$ cat config.mk
export PLATFORM = sky130hd
export DESIGN_NAME = sha256_round_core
export DESIGN_NICKNAME = d
export VERILOG_FILES = /design/src/rtl/sha256_pkg.sv /design/src/rtl/sha256_k_rom.sv /design/src/rtl/sha256_round_core.sv
export SDC_FILE = /design/constraint.sdc
export NUM_CORES = 2
export LEC_CHECK = 0
export CAP_MARGIN = 40
export CORE_AREA = 8 8 273 275
export CTS_CLUSTER_SIZE = 20
export DETAILED_ROUTE_END_ITERATION = 10
export DIE_AREA = 0 0 281 283
export PLACE_DENSITY_LB_ADDON = 0.08
export SYNTH_ARGS = -nofsm -noshare
export SYNTH_HDL_FRONTEND = slang
export SYNTH_HIERARCHICAL = 1
export SYNTH_SLANG_ARGS = --single-unit
$ cat constraint.sdc
create_clock -name clock -period 53.9 [get_ports clock]
set_input_delay 16.17 -clock clock [delete_from_list [all_inputs] [get_ports clock]]
set_output_delay 16.17 -clock clock [all_outputs]
set_load 0.05 [all_outputs]
$ cat src/rtl/sha256_pkg.sv
`default_nettype none
// ============================================================================
//  Module      : sha256_pkg
//  Description : Shared SHA-256 constants (initial hash value), FSM state
//                encoding and a 32-bit rotate helper for the round core.
//  Revision    : 1.0  initial release
// ============================================================================
package sha256_pkg;

  // Standard SHA-256 initial hash value, H0 in the top word.
  localparam logic [255:0] c_iv = {
    32'h6a09e667, 32'hbb67ae85, 32'h3c6ef372, 32'ha54ff53a,
    32'h510e527f, 32'h9b05688c, 32'h1f83d9ab, 32'h5be0cd19
  };

  // Round-core control states.
  typedef enum logic [2:0] {
    ST_IDLE  = 3'd0,
    ST_LOAD  = 3'd1,
    ST_REQ   = 3'd2,
    ST_WAIT  = 3'd3,
    ST_ROUND = 3'd4,
    ST_FINAL = 3'd5,
    ST_DONE  = 3'd6
  } state_t;

  // Rotate right by a constant amount (1..31).
  function automatic logic [31:0] rotr(input logic [31:0] x, input int unsigned n);
    return (x >> n) | (x << (32 - n));
  endfunction

endpackage : sha256_pkg
`default_nettype wire

$ cat src/rtl/sha256_k_rom.sv
`default_nettype none
// ============================================================================
//  Module      : sha256_k_rom
//  Description : Combinational lookup of the 64 SHA-256 round constants K[t].
//  Revision    : 1.0  initial release
// ============================================================================
module sha256_k_rom (
  input  logic [5:0]  i_addr,
  output logic [31:0] o_k
);

  // Constant table indexed by round number.
  always_comb begin
    o_k = 32'h0;
    unique case (i_addr)
      6'd0:  o_k = 32'h428a2f98;  6'd1:  o_k = 32'h71374491;
      6'd2:  o_k = 32'hb5c0fbcf;  6'd3:  o_k = 32'he9b5dba5;
      6'd4:  o_k = 32'h3956c25b;  6'd5:  o_k = 32'h59f111f1;
      6'd6:  o_k = 32'h923f82a4;  6'd7:  o_k = 32'hab1c5ed5;
      6'd8:  o_k = 32'hd807aa98;  6'd9:  o_k = 32'h12835b01;
      6'd10: o_k = 32'h243185be;  6'd11: o_k = 32'h550c7dc3;
      6'd12: o_k = 32'h72be5d74;  6'd13: o_k = 32'h80deb1fe;
      6'd14: o_k = 32'h9bdc06a7;  6'd15: o_k = 32'hc19bf174;
      6'd16: o_k = 32'he49b69c1;  6'd17: o_k = 32'hefbe4786;
      6'd18: o_k = 32'h0fc19dc6;  6'd19: o_k = 32'h240ca1cc;
      6'd20: o_k = 32'h2de92c6f;  6'd21: o_k = 32'h4a7484aa;
      6'd22: o_k = 32'h5cb0a9dc;  6'd23: o_k = 32'h76f988da;
      6'd24: o_k = 32'h983e5152;  6'd25: o_k = 32'ha831c66d;
      6'd26: o_k = 32'hb00327c8;  6'd27: o_k = 32'hbf597fc7;
      6'd28: o_k = 32'hc6e00bf3;  6'd29: o_k = 32'hd5a79147;
      6'd30: o_k = 32'h06ca6351;  6'd31: o_k = 32'h14292967;
      6'd32: o_k = 32'h27b70a85;  6'd33: o_k = 32'h2e1b2138;
      6'd34: o_k = 32'h4d2c6dfc;  6'd35: o_k = 32'h53380d13;
      6'd36: o_k = 32'h650a7354;  6'd37: o_k = 32'h766a0abb;
      6'd38: o_k = 32'h81c2c92e;  6'd39: o_k = 32'h92722c85;
      6'd40: o_k = 32'ha2bfe8a1;  6'd41: o_k = 32'ha81a664b;
      6'd42: o_k = 32'hc24b8b70;  6'd43: o_k = 32'hc76c51a3;
      6'd44: o_k = 32'hd192e819;  6'd45: o_k = 32'hd6990624;
      6'd46: o_k = 32'hf40e3585;  6'd47: o_k = 32'h106aa070;
      6'd48: o_k = 32'h19a4c116;  6'd49: o_k = 32'h1e376c08;
      6'd50: o_k = 32'h2748774c;  6'd51: o_k = 32'h34b0bcb5;
      6'd52: o_k = 32'h391c0cb3;  6'd53: o_k = 32'h4ed8aa4a;
      6'd54: o_k = 32'h5b9cca4f;  6'd55: o_k = 32'h682e6ff3;
      6'd56: o_k = 32'h748f82ee;  6'd57: o_k = 32'h78a5636f;
      6'd58: o_k = 32'h84c87814;  6'd59: o_k = 32'h8cc70208;
      6'd60: o_k = 32'h90befffa;  6'd61: o_k = 32'ha4506ceb;
      6'd62: o_k = 32'hbef9a3f7;  6'd63: o_k = 32'hc67178f2;
      default: o_k = 32'h0;
    endcase
  end

endmodule : sha256_k_rom
`default_nettype wire

$ cat src/rtl/sha256_round_core.sv
`default_nettype none
// ============================================================================
//  Module      : sha256_round_core
//  Description : SHA-256 compression stage. Fetches W[0..63] one word at a
//                time from the schedule generator, runs 64 rounds on a..h and
//                accumulates the result into the chaining state H0..H7.
//  Revision    : 1.0  initial release
// ============================================================================
module sha256_round_core
  import sha256_pkg::*;
#(
  parameter int W_LAT = 2   // read-to-data latency of the W generator, 2..7
) (
  input  logic         clock,
  input  logic         reset,
  input  logic         start,
  input  logic         first_block,
  input  logic         w_reg_rdy,
  input  logic [31:0]  w_reg_data,
  output logic         w_reg_read,
  output logic [5:0]   w_reg_addr,
  output logic         busy,
  output logic         done,
  output logic [255:0] digest
);

  localparam logic [2:0] c_wait_last = 3'(W_LAT - 1);

  state_t      r_state;
  state_t      w_next;
  logic [5:0]  r_round;
  logic [2:0]  r_wait;
  logic        r_first;
  logic [31:0] r_a, r_b, r_c, r_d, r_e, r_f, r_g, r_h;
  logic [31:0] r_hv [8];

  logic [31:0] w_k;
  logic [31:0] w_sig0, w_sig1, w_ch, w_maj, w_t1, w_t2;

  sha256_k_rom u_k_rom (
    .i_addr (r_round),
    .o_k    (w_k)
  );

  // Round function terms for the current working registers.
  assign w_sig0 = rotr(r_a, 2) ^ rotr(r_a, 13) ^ rotr(r_a, 22);
  assign w_sig1 = rotr(r_e, 6) ^ rotr(r_e, 11) ^ rotr(r_e, 25);
  assign w_ch   = (r_e & r_f) ^ (~r_e & r_g);
  assign w_maj  = (r_a & r_b) ^ (r_a & r_c) ^ (r_b & r_c);
  assign w_t1   = r_h + w_sig1 + w_ch + w_k + w_reg_data;
  assign w_t2   = w_sig0 + w_maj;

  // The requested word index is the round counter itself; it holds between requests.
  assign w_reg_addr = r_round;
  assign digest     = {r_hv[0], r_hv[1], r_hv[2], r_hv[3],
                       r_hv[4], r_hv[5], r_hv[6], r_hv[7]};

  // State register.
  always_ff @(posedge clock or posedge reset) begin
    if (reset) r_state <= ST_IDLE;
    else       r_state <= w_next;
  end

  // Next-state decode and status outputs.
  always_comb begin
    w_next     = r_state;
    w_reg_read = 1'b0;
    busy       = 1'b0;
    done       = 1'b0;
    unique case (r_state)
      ST_IDLE:  if (start) w_next = ST_LOAD;
      ST_LOAD: begin
        busy   = 1'b1;
        w_next = ST_REQ;
      end
      ST_REQ: begin
        busy = 1'b1;
        if (w_reg_rdy) begin
          w_reg_read = 1'b1;
          w_next     = ST_WAIT;
        end
      end
      ST_WAIT: begin
        busy = 1'b1;
        if (r_wait == c_wait_last) w_next = ST_ROUND;
      end
      ST_ROUND: begin
        busy   = 1'b1;
        w_next = (r_round == 6'd63) ? ST_FINAL : ST_REQ;
      end
      ST_FINAL: begin
        busy   = 1'b1;
        w_next = ST_DONE;
      end
      ST_DONE: begin
        done = 1'b1;
        if (!start) w_next = ST_IDLE;
      end
      default: w_next = ST_IDLE;
    endcase
  end

  // Counters, working registers and chaining state.
  always_ff @(posedge clock or posedge reset) begin
    if (reset) begin
      r_round <= 6'd0;
      r_wait  <= 3'd0;
      r_first <= 1'b0;
      r_a <= 32'h0; r_b <= 32'h0; r_c <= 32'h0; r_d <= 32'h0;
      r_e <= 32'h0; r_f <= 32'h0; r_g <= 32'h0; r_h <= 32'h0;
      for (int i = 0; i < 8; i++) r_hv[i] <= 32'h0;
    end else begin
      unique case (r_state)
        ST_IDLE: if (start) r_first <= first_block;
        ST_LOAD: begin
          r_round <= 6'd0;
          r_wait  <= 3'd0;
          if (r_first) begin
            for (int i = 0; i < 8; i++) r_hv[i] <= c_iv[255-32*i -: 32];
            {r_a, r_b, r_c, r_d, r_e, r_f, r_g, r_h} <= c_iv;
          end else begin
            {r_a, r_b, r_c, r_d, r_e, r_f, r_g, r_h} <= digest;
          end
        end
        ST_WAIT: begin
          if (r_wait == c_wait_last) r_wait <= 3'd0;
          else                       r_wait <= r_wait + 3'd1;
        end
        ST_ROUND: begin
          r_h <= r_g;
          r_g <= r_f;
          r_f <= r_e;
          r_e <= r_d + w_t1;
          r_d <= r_c;
          r_c <= r_b;
          r_b <= r_a;
          r_a <= w_t1 + w_t2;
          if (r_round != 6'd63) r_round <= r_round + 6'd1;
        end
        ST_FINAL: begin
          r_hv[0] <= r_hv[0] + r_a;
          r_hv[1] <= r_hv[1] + r_b;
          r_hv[2] <= r_hv[2] + r_c;
          r_hv[3] <= r_hv[3] + r_d;
          r_hv[4] <= r_hv[4] + r_e;
          r_hv[5] <= r_hv[5] + r_f;
          r_hv[6] <= r_hv[6] + r_g;
          r_hv[7] <= r_hv[7] + r_h;
        end
        ST_DONE: if (!start) r_first <= 1'b0;
        default: ;
      endcase
    end
  end

endmodule : sha256_round_core
`default_nettype wire

# [After elaboration in Yosys (flattened, before gate mapping)]
# Memory sizes are Yosys's and may differ from the RTL's.
# Cells that the tools add are included.
[word_totals] reg_bits=525 mem_count=1 word_cells=117 input_bits=37 romBits=2048 output_inout_bits=265
[classes] eq_ne=15 mux=35 bitwise=19 reduce_logical=10 n_addsub=17
[mem_list] name="(name not given)" words=64 width=32 read_ports=1 rd_ports_with_merged_regs=0 wr=0 line_no="sha256_k_rom.sv:15" source="unique case (i_addr)"
[ops] operator="case mux 256 bit (2 select lines)" count=1
[ops] operator="case mux 32 bit (2 select lines)" count=8
[ops] operator="adder 32 bit" count=15
[ops] operator="two-way mux 256 bit" count=1
[ops] operator="two-way mux 32 bit" count=8
[ops] operator="XOR 32 bit" count=7
[ops] operator="AND 32 bit" count=5
[ops] operator="inverter 32 bit" count=1
[ops] operator="bitwise OR 10 x 32 -> 32 bit" count=1
[ops] operator="bitwise OR 19 x 32 -> 32 bit" count=1
[ops] operator="bitwise OR 21 x 32 -> 32 bit" count=1
[ops] operator="bitwise OR 26 x 32 -> 32 bit" count=1
[ops] operator="bitwise OR 30 x 32 -> 32 bit" count=1
[ops] operator="bitwise OR 7 x 32 -> 32 bit" count=1
[ops] operator="case mux 3 bit (7 select lines)" count=1
[ops] operator="two-way mux 3 bit" count=6
[ops] operator="inequality test 2 bit, second input constant" count=6
[ops] operator="case mux 6 bit (2 select lines)" count=1
[ops] operator="== test 3 bit, second input constant" count=3
[ops] operator="nonzero test 2 bit" count=4
[ops] operator="adder 6 x 1 -> 6 bit, second input constant" count=1
[ops] operator="== test 3 x 1 -> 1 bit, second input constant" count=2
[ops] operator="== test 3 x 2 -> 1 bit, second input constant" count=2
[ops] operator="== test 6 bit, second input constant" count=1
[ops] operator="11 further kinds" count=17

# [Depth between registers and ports, before layout]
[logic_depth] ltp_word=9 mapped_depth=41 mapped_depth_nobuf=39

# [Modules after synthesis]
# The synthesis kept the hierarchy.
[by_module_without_submodules] mod="sha256_round_core" cells_per_inst=4824 n_inst=1 area_per_inst_um2=41762.6 seq_area_each_um2=13137.6
[by_module_without_submodules] mod="sha256_k_rom" cells_per_inst=532 n_inst=1 area_per_inst_um2=3367.0 seq_area_each_um2=0.0

# [Worst setup path before layout]
# No wires, ideal clock.
[synth_timing] kind="input to output" from="input w_reg_rdy" to="output w_reg_read" arrival_time_ns=16.903 stages=2 n_path_buf=0 path_slack_ns=20.827 t_required_ns=37.730 cell_sequence="nand3b_1 nor2_1"
[synth_between] elab_chain_cells=2
[synth_rtl] element="start: declaration" line_no="sha256_round_core.sv:18" source="input logic w_reg_rdy,"
[synth_rtl] element="two-way mux 1 bit" line_no="sha256_round_core.sv:78" source="if (w_reg_rdy) begin"
[synth_rtl] element="two-way mux 1 bit" line_no="sha256_round_core.sv:70" source="unique case (r_state)"
[synth_rtl] element="end: declaration" line_no="sha256_round_core.sv:20" source="output logic w_reg_read,"
# No other way between the ends.

# [Worst setup path in the final report]
# Ends and elaborated chain as after synthesis.

==> results.toml <==
[outcome]
status = "finished, final reports clean"

[yosys]
synth_xor_area_share_pct = 8.43
synth-simple-area-share_pct = 15.4
avgSynthCellArea_um2 = 8.43
synth_top_family_by_area = "compound AO/OA/AOI/OAI gates"
synth_edf_count = 0
yosysSeqAreaShare_pct = 29.1
ys.flop_type = "dfrtp_1"
ys_warn_count = 6
synth.distinct_cells = 106
syn_nets = 5884
postSynthCellCount = 5356
synthArstFlopShare_pct = 100
syn_area_um2 = 45100
synth_compound_area_share_pct = 23.8
synth_fa_ha_area_share_pct = 16.3
ys_ff_latch = 525
synthMuxAreaShare_pct = 1.37

[hold_path]
hold_path_class = "reg2reg"

[critical_path]
critPathMaxStageDelay_ns = 0.81
worstPathCellList = "clkdlybuf4s50_1, nand3b_1, nor2_1, clkdlybuf4s50_1"
crit_path_end_kind = "output port"
cp_common_cell = "clkdlybuf4s50_1"
worstSetupStartpointType = "primary input"
critPathMaxFanout = 2
criticalPathCategory = "in2out"
cp.buffers_inverters = 2
cp.required_ns = 37.73
cp_slowest_cell = "clkdlybuf4s50_1"
crit_family = "buffers and inverters"
worstPathArrival_ns = 17.63

[finish]
mostFrequentLayoutCells = "597 x nand2_1, 521 x dfrtp_1, 445 x a21oi_1"
multiInputGateArea_um2 = 29600
antenna_cells = 0
fillers = 5606
layout-drive-gt1-share_pct = 4.46
layout.cells.most_common = "nand2_1"
regArea_um2 = 13200
final_util_pct = 72.0
synthToLayoutAreaGrowth_pct = 12.5
stdcell_area_um2 = 50800
nets = 5997

[routing]
vias = 42900
wl_per_cell_um = 25.6
remaining_drc_errors = 0
drt_pass1_iterations = 8
drt_iter0_drc = 5169
antenna_violating_nets_post_route = 0
viasPerCell = 6.63
wl_um = 166000

[global_routing]
grt_pass1_vias = 41200
antenna_found_initial = 1
grt_pass1_wl_um = 250000
overflow = 0
grt_use_total_pct = 40.4
grt_max_degree = 144

[clocking]
post_cts_buffers = 0
root_buffer = "clkbuf_16"
numCtsBuffers = 59
cts_tree = "built"
clk_path_buf_depth = 3
post_cts_resized = 0
clock_latency_ns = 0.67
htree_levels = 2
ctsHoldBuffers = 0
numClockSinks = 525
path_clk_slew_ns = 0.06

[floorplanning]
ios = 302
die_x_um = 281
row_count = 98
core_um2 = 70500
dieArea_um2 = 79500
die_h_um = 283
start_util_pct = 64.0

[timing]
period_needed_ns = 33.80
slew_headroom_pct = 36.0
period_share_pct = 62.7
setup_tns_ns = 0
worst_slew_pin_slew_ns = 0.960
rsz0062_at_grt = "false"
whs_ns = 0.499
setup_viol_count_final = 0
clock_skew_ns = 0.0623
fmax_ghz = 0.0296
maxSlewViolCount = 0
report.final.hold_viol_count = 0

[run]
maxCapViolCount = 0

[placed_design]
post_dp_cell_area_um2 = 48800
dp_hpwl_um = 122000
gp_congestion = 1.03
io_buffers = 301
-- area by class of cell --
type / count / share of cell area (%)
repair buffers: 364 / 7.20
well taps: 950 / 2.34
clock inverters: 15 / 0.313
flip-flops and latches: 525 / 25.9
multi-input cells: 4193 / 58.2
inverters: 326 / 2.42
clock buffers: 97 / 3.58
-- cells by family after synthesis --
family	after synthesis
xor gates and xnor gates	433
muxes	53
and+or+nand+nor	1523
AOI/OAI and AO/OA	1671
buffers and inverters	638
DFF	525
adders and majority gates	513
-- cell usage after synthesis (59+ instances only) --
library cell | number | area, um^2
a21o_1 | 145 | 1090
a21oi_1 | 445 | 2230
a22oi_1 | 97 | 728
clkbuf_1 | 243 | 912
dfrtp_1 | 525 | 13100
fa_1 | 133 | 2660
ha_1 | 358 | 4480
inv_1 | 322 | 1210
nand2_1 | 598 | 2240
nand2b_1 | 64 | 400
nand3_1 | 134 | 671
nor2_1 | 357 | 1340
nor2b_1 | 59 | 369
nor3_1 | 101 | 505
o21ai_0 | 413 | 2070
o31ai_1 | 64 | 480
xnor2_1 | 270 | 2360
xor2_1 | 162 | 1420
-- worst reg2reg max path, delay by kind of cell, from the launching register on --
kind                     cells  cell delay (ns)
adder cells (fa/ha/maj)      7             3.15
XOR/XNOR                     2             0.90
AO/OA/AOI/OAI               18             4.04
flip-flops                   1             0.43
buffers and inverters        8             1.29
AND/OR/NAND/NOR              5             0.89
-- per-stage QoR --
step / setup WS [ns] / std cells
3_3_place_gp: 20.04 / 6340
6_report: 20.10 / 6470
3_5_place_dp: 20.10 / 6355
2_1_floorplan: 20.83 / 5356
4_1_cts: 20.10 / 6467
5_1_grt: 20.04 / 6470
-- state kept, by name, indices dropped and copies added, names as in the netlist --
signal	flops
digest	256
r_a	32
r_b	32
r_c	32
r_d	32
r_e	32
r_f	32
r_first	1
r_g	32
r_h	32
r_state	3
r_wait	3
w_reg_addr	6
-- path summary, 6_finish.rpt --
path,startpoint,endpoint,slack [ns],cells after the start
max,w_reg_rdy,w_reg_read,20.10,4
min,digest[127]$_DFFE_PP0P_,digest[127]$_DFFE_PP0P_,0.50,1
max reg2reg,w_reg_addr[1]$_DFFE_PP0P_,r_a[31]$_DFFE_PP0P_,43.09,40
min reg2reg,digest[127]$_DFFE_PP0P_,digest[127]$_DFFE_PP0P_,0.50,1
max in group asynchronous,reset,r_a[13]$_DFFE_PP0P_,35.07,6
min in group asynchronous,reset,digest[137]$_DFFE_PP0P_,16.05,2
-- per-layer routing --
layer  vias up  global-route usage, %  part of all wire (%)
met4         2                   27.2                   8.2
met3       613                   10.0                    11
met2      2452                   61.3                    44
met5         -                      0                0.0072
li1      19100                      -                     -
met1     20700                   50.6                    37
Power is left out: the tool's default activity adds up to more than one toggle a clock period on the data nets, which glitch-free logic cannot reach.
==> variant, RTL diff (config.mk and constraints unchanged) <==
Encoding of `state_t`: now one-hot (7 bits for 7 states).
--- a/src/rtl/sha256_pkg.sv
+++ b/src/rtl/sha256_pkg.sv
@@ -14,14 +14,14 @@
   };
 
   // Round-core control states.
-  typedef enum logic [2:0] {
-    ST_IDLE  = 3'd0,
-    ST_LOAD  = 3'd1,
-    ST_REQ   = 3'd2,
-    ST_WAIT  = 3'd3,
-    ST_ROUND = 3'd4,
-    ST_FINAL = 3'd5,
-    ST_DONE  = 3'd6
+  typedef enum logic [6:0] {
+    ST_IDLE  = 7'b0000001,
+    ST_LOAD  = 7'b0000010,
+    ST_REQ   = 7'b0000100,
+    ST_WAIT  = 7'b0001000,
+    ST_ROUND = 7'b0010000,
+    ST_FINAL = 7'b0100000,
+    ST_DONE  = 7'b1000000
   } state_t;
 
   // Rotate right by a constant amount (1..31).
Check against the original RTL: no difference found for any inputs over 4 cycles, from zero or initial values and one cycle with reset high; so few cycles prove little.
==> variant against the unedited design <==
  * The flow now finishes with violations (design-rule violations)
  * Area after synthesis rose by 0.93%
  * Routed wire length grew 2.6%
  * Via count up 1.5%
  * Sequential cell count up 4
  * Design area rose by 0.75%
  * Die area unchanged
  * Clock skew down 0.034 ns
  * Sequential share of layout area is essentially flat
  * Setup slack got worse by 0.0041 ns
  * Largest cell class unchanged
Power is left out: the tool's default activity adds up to more than one toggle a clock period on the data nets, which glitch-free logic cannot reach.
==> variant: results (changes against the unedited design) <==
\begin{tabular}{lr}
\hline
Metric & Value \\
\hline
\multicolumn{2}{l}{\textbf{Routing}} \\
Post-DR vias/cell & 6.74 (+1.7\%) \\
DRC errors left & 9 (+9) \\
Post-DR wirelength/cell & 26.3 um (+2.7\%) \\
Post-Route M1 WL & 61.8 mm (about the same) \\
Number of iterations in the first detailed-routing pass & 11 (+3) \\
Met2 layer wire length in the routed design & 74.3 mm (+2.2\%) \\
\multicolumn{2}{l}{\textbf{Logic synthesis}} \\
List of most frequent post-synthesis cells & 528 x sky130\_fd\_sc\_hd\_\_dfrtp\_1, 477 x sky130\_fd\_sc\_hd\_\_nand2\_1, 464 x sky130\_fd\_sc\_hd\_\_a21oi\_1 \\
Post-Syn Nets & 5892 (+0.14\%) \\
Fraction of the yosys area taken by sequential cells & 0.291 (-0.000470) \\
Fraction of registers with async set or reset after synthesis & 1.00 (unchanged) \\
Count of unique library cells instantiated by Yosys & 102 (-3.8\%) \\
Main area contributors after synthesis & sky130\_fd\_sc\_hd\_\_dfrtp\_1 29\%, sky130\_fd\_sc\_hd\_\_ha\_1 9.8\%, sky130\_fd\_sc\_hd\_\_fa\_1 5.8\%, sky130\_fd\_sc\_hd\_\_a21oi\_1 5.1\%, sky130\_fd\_sc\_hd\_\_xnor2\_1 4.9\% \\
\multicolumn{2}{l}{\textbf{Global route}} \\
First-pass GRT wire length & 255 mm (+1.9\%) \\
Met2 usage in global routing & 0.633 (+0.0205) \\
Largest net degree at the start of global routing & 188 (+31\%) \\
Met3 Usage GRT & 0.0882 (-0.0121) \\
Number of global-route vias before repair & 41.2k (+0.087\%) \\
\multicolumn{2}{l}{\textbf{Final layout}} \\
Flip-flop and latch share of the layout cell area & 0.259 (about the same) \\
Filler instances & 5558 (-0.86\%) \\
Clock network area share & 0.0403 (+0.00130) \\
Share of the final layout cell area in multi-input gates & 0.578 (-0.00484) \\
Layout inverter count without the clock tree & 413 (+27\%) \\
Total number of nets in the final design & 5993 (-0.067\%) \\
Ratio of cells with drive above 1 in the final layout & 0.0403 (-0.00429) \\
Buffers outside the clock class & 351 (-3.6\%) \\
Layout non-clock buf frac & 0.0694 (-0.00256) \\
Number of clock buffer instances in the layout & 91 (-6.2\%) \\
Count of multi-input gates & 4110 (-2.0\%) \\
\multicolumn{2}{l}{\textbf{Placed design}} \\
Detail Placement HPWL & 124 mm (+1.8\%) \\
Cell area after placement & 0.0491 mm\^{}2 (+0.67\%) \\
Gpl congestion & 1.02 (-0.63\%) \\
Post-place setup slack & 20.09 ns (-0.00350 ns) \\
\multicolumn{2}{l}{\textbf{Timing}} \\
Slew at the pin with the worst max-slew slack & 1.31 ns (+0.345 ns) \\
Max Clock Skew & 0.0285 ns (-0.0338 ns) \\
\multicolumn{2}{l}{\textbf{Outcome}} \\
Run status & complete, but fails checks \\
Failing checks & design-rule violations \\
\multicolumn{2}{l}{\textbf{Worst setup path}} \\
Largest fanout on the critical path & 3 (+1) \\
\multicolumn{2}{l}{\textbf{CTS}} \\
Sinks on the clock net & 529 (+0.76\%) \\
\hline
\end{tabular}
variant: worst paths after layout:
kind | start | endpoint | slack, ns | cells after the start
max reg2reg | w_reg_addr[1]$_DFFE_PP0P_ | r_a[31]$_DFFE_PP0P_ | 43.05 | 37
min | r_wait[2]$_DFFE_PP0P_ | r_wait[2]$_DFFE_PP0P_ | 0.52 | 1
min in group asynchronous | reset | digest[1]$_DFFE_PP0P_ | 15.96 | 2
max in group asynchronous | reset | r_b[4]$_DFFE_PP0P_ | 35.70 | 6
max | w_reg_rdy | w_reg_read | 20.10 | 4
min reg2reg | r_wait[2]$_DFFE_PP0P_ | r_wait[2]$_DFFE_PP0P_ | 0.52 | 1
variant: through the flow:
step                 util  std cells  hold slack, ns
global route        0.726       6462           0.539
floorplan               -       5364           0.467
CTS                 0.726       6462           0.518
finish              0.726       6462           0.517
global placement    0.694       6346           0.493
detailed placement  0.696       6353           0.510
variant: critical path: cells and delay by family:
family,cells,cell delay [ns]
buffers and inverters,3,1.36
AND/OR/NAND/NOR,1,0.10
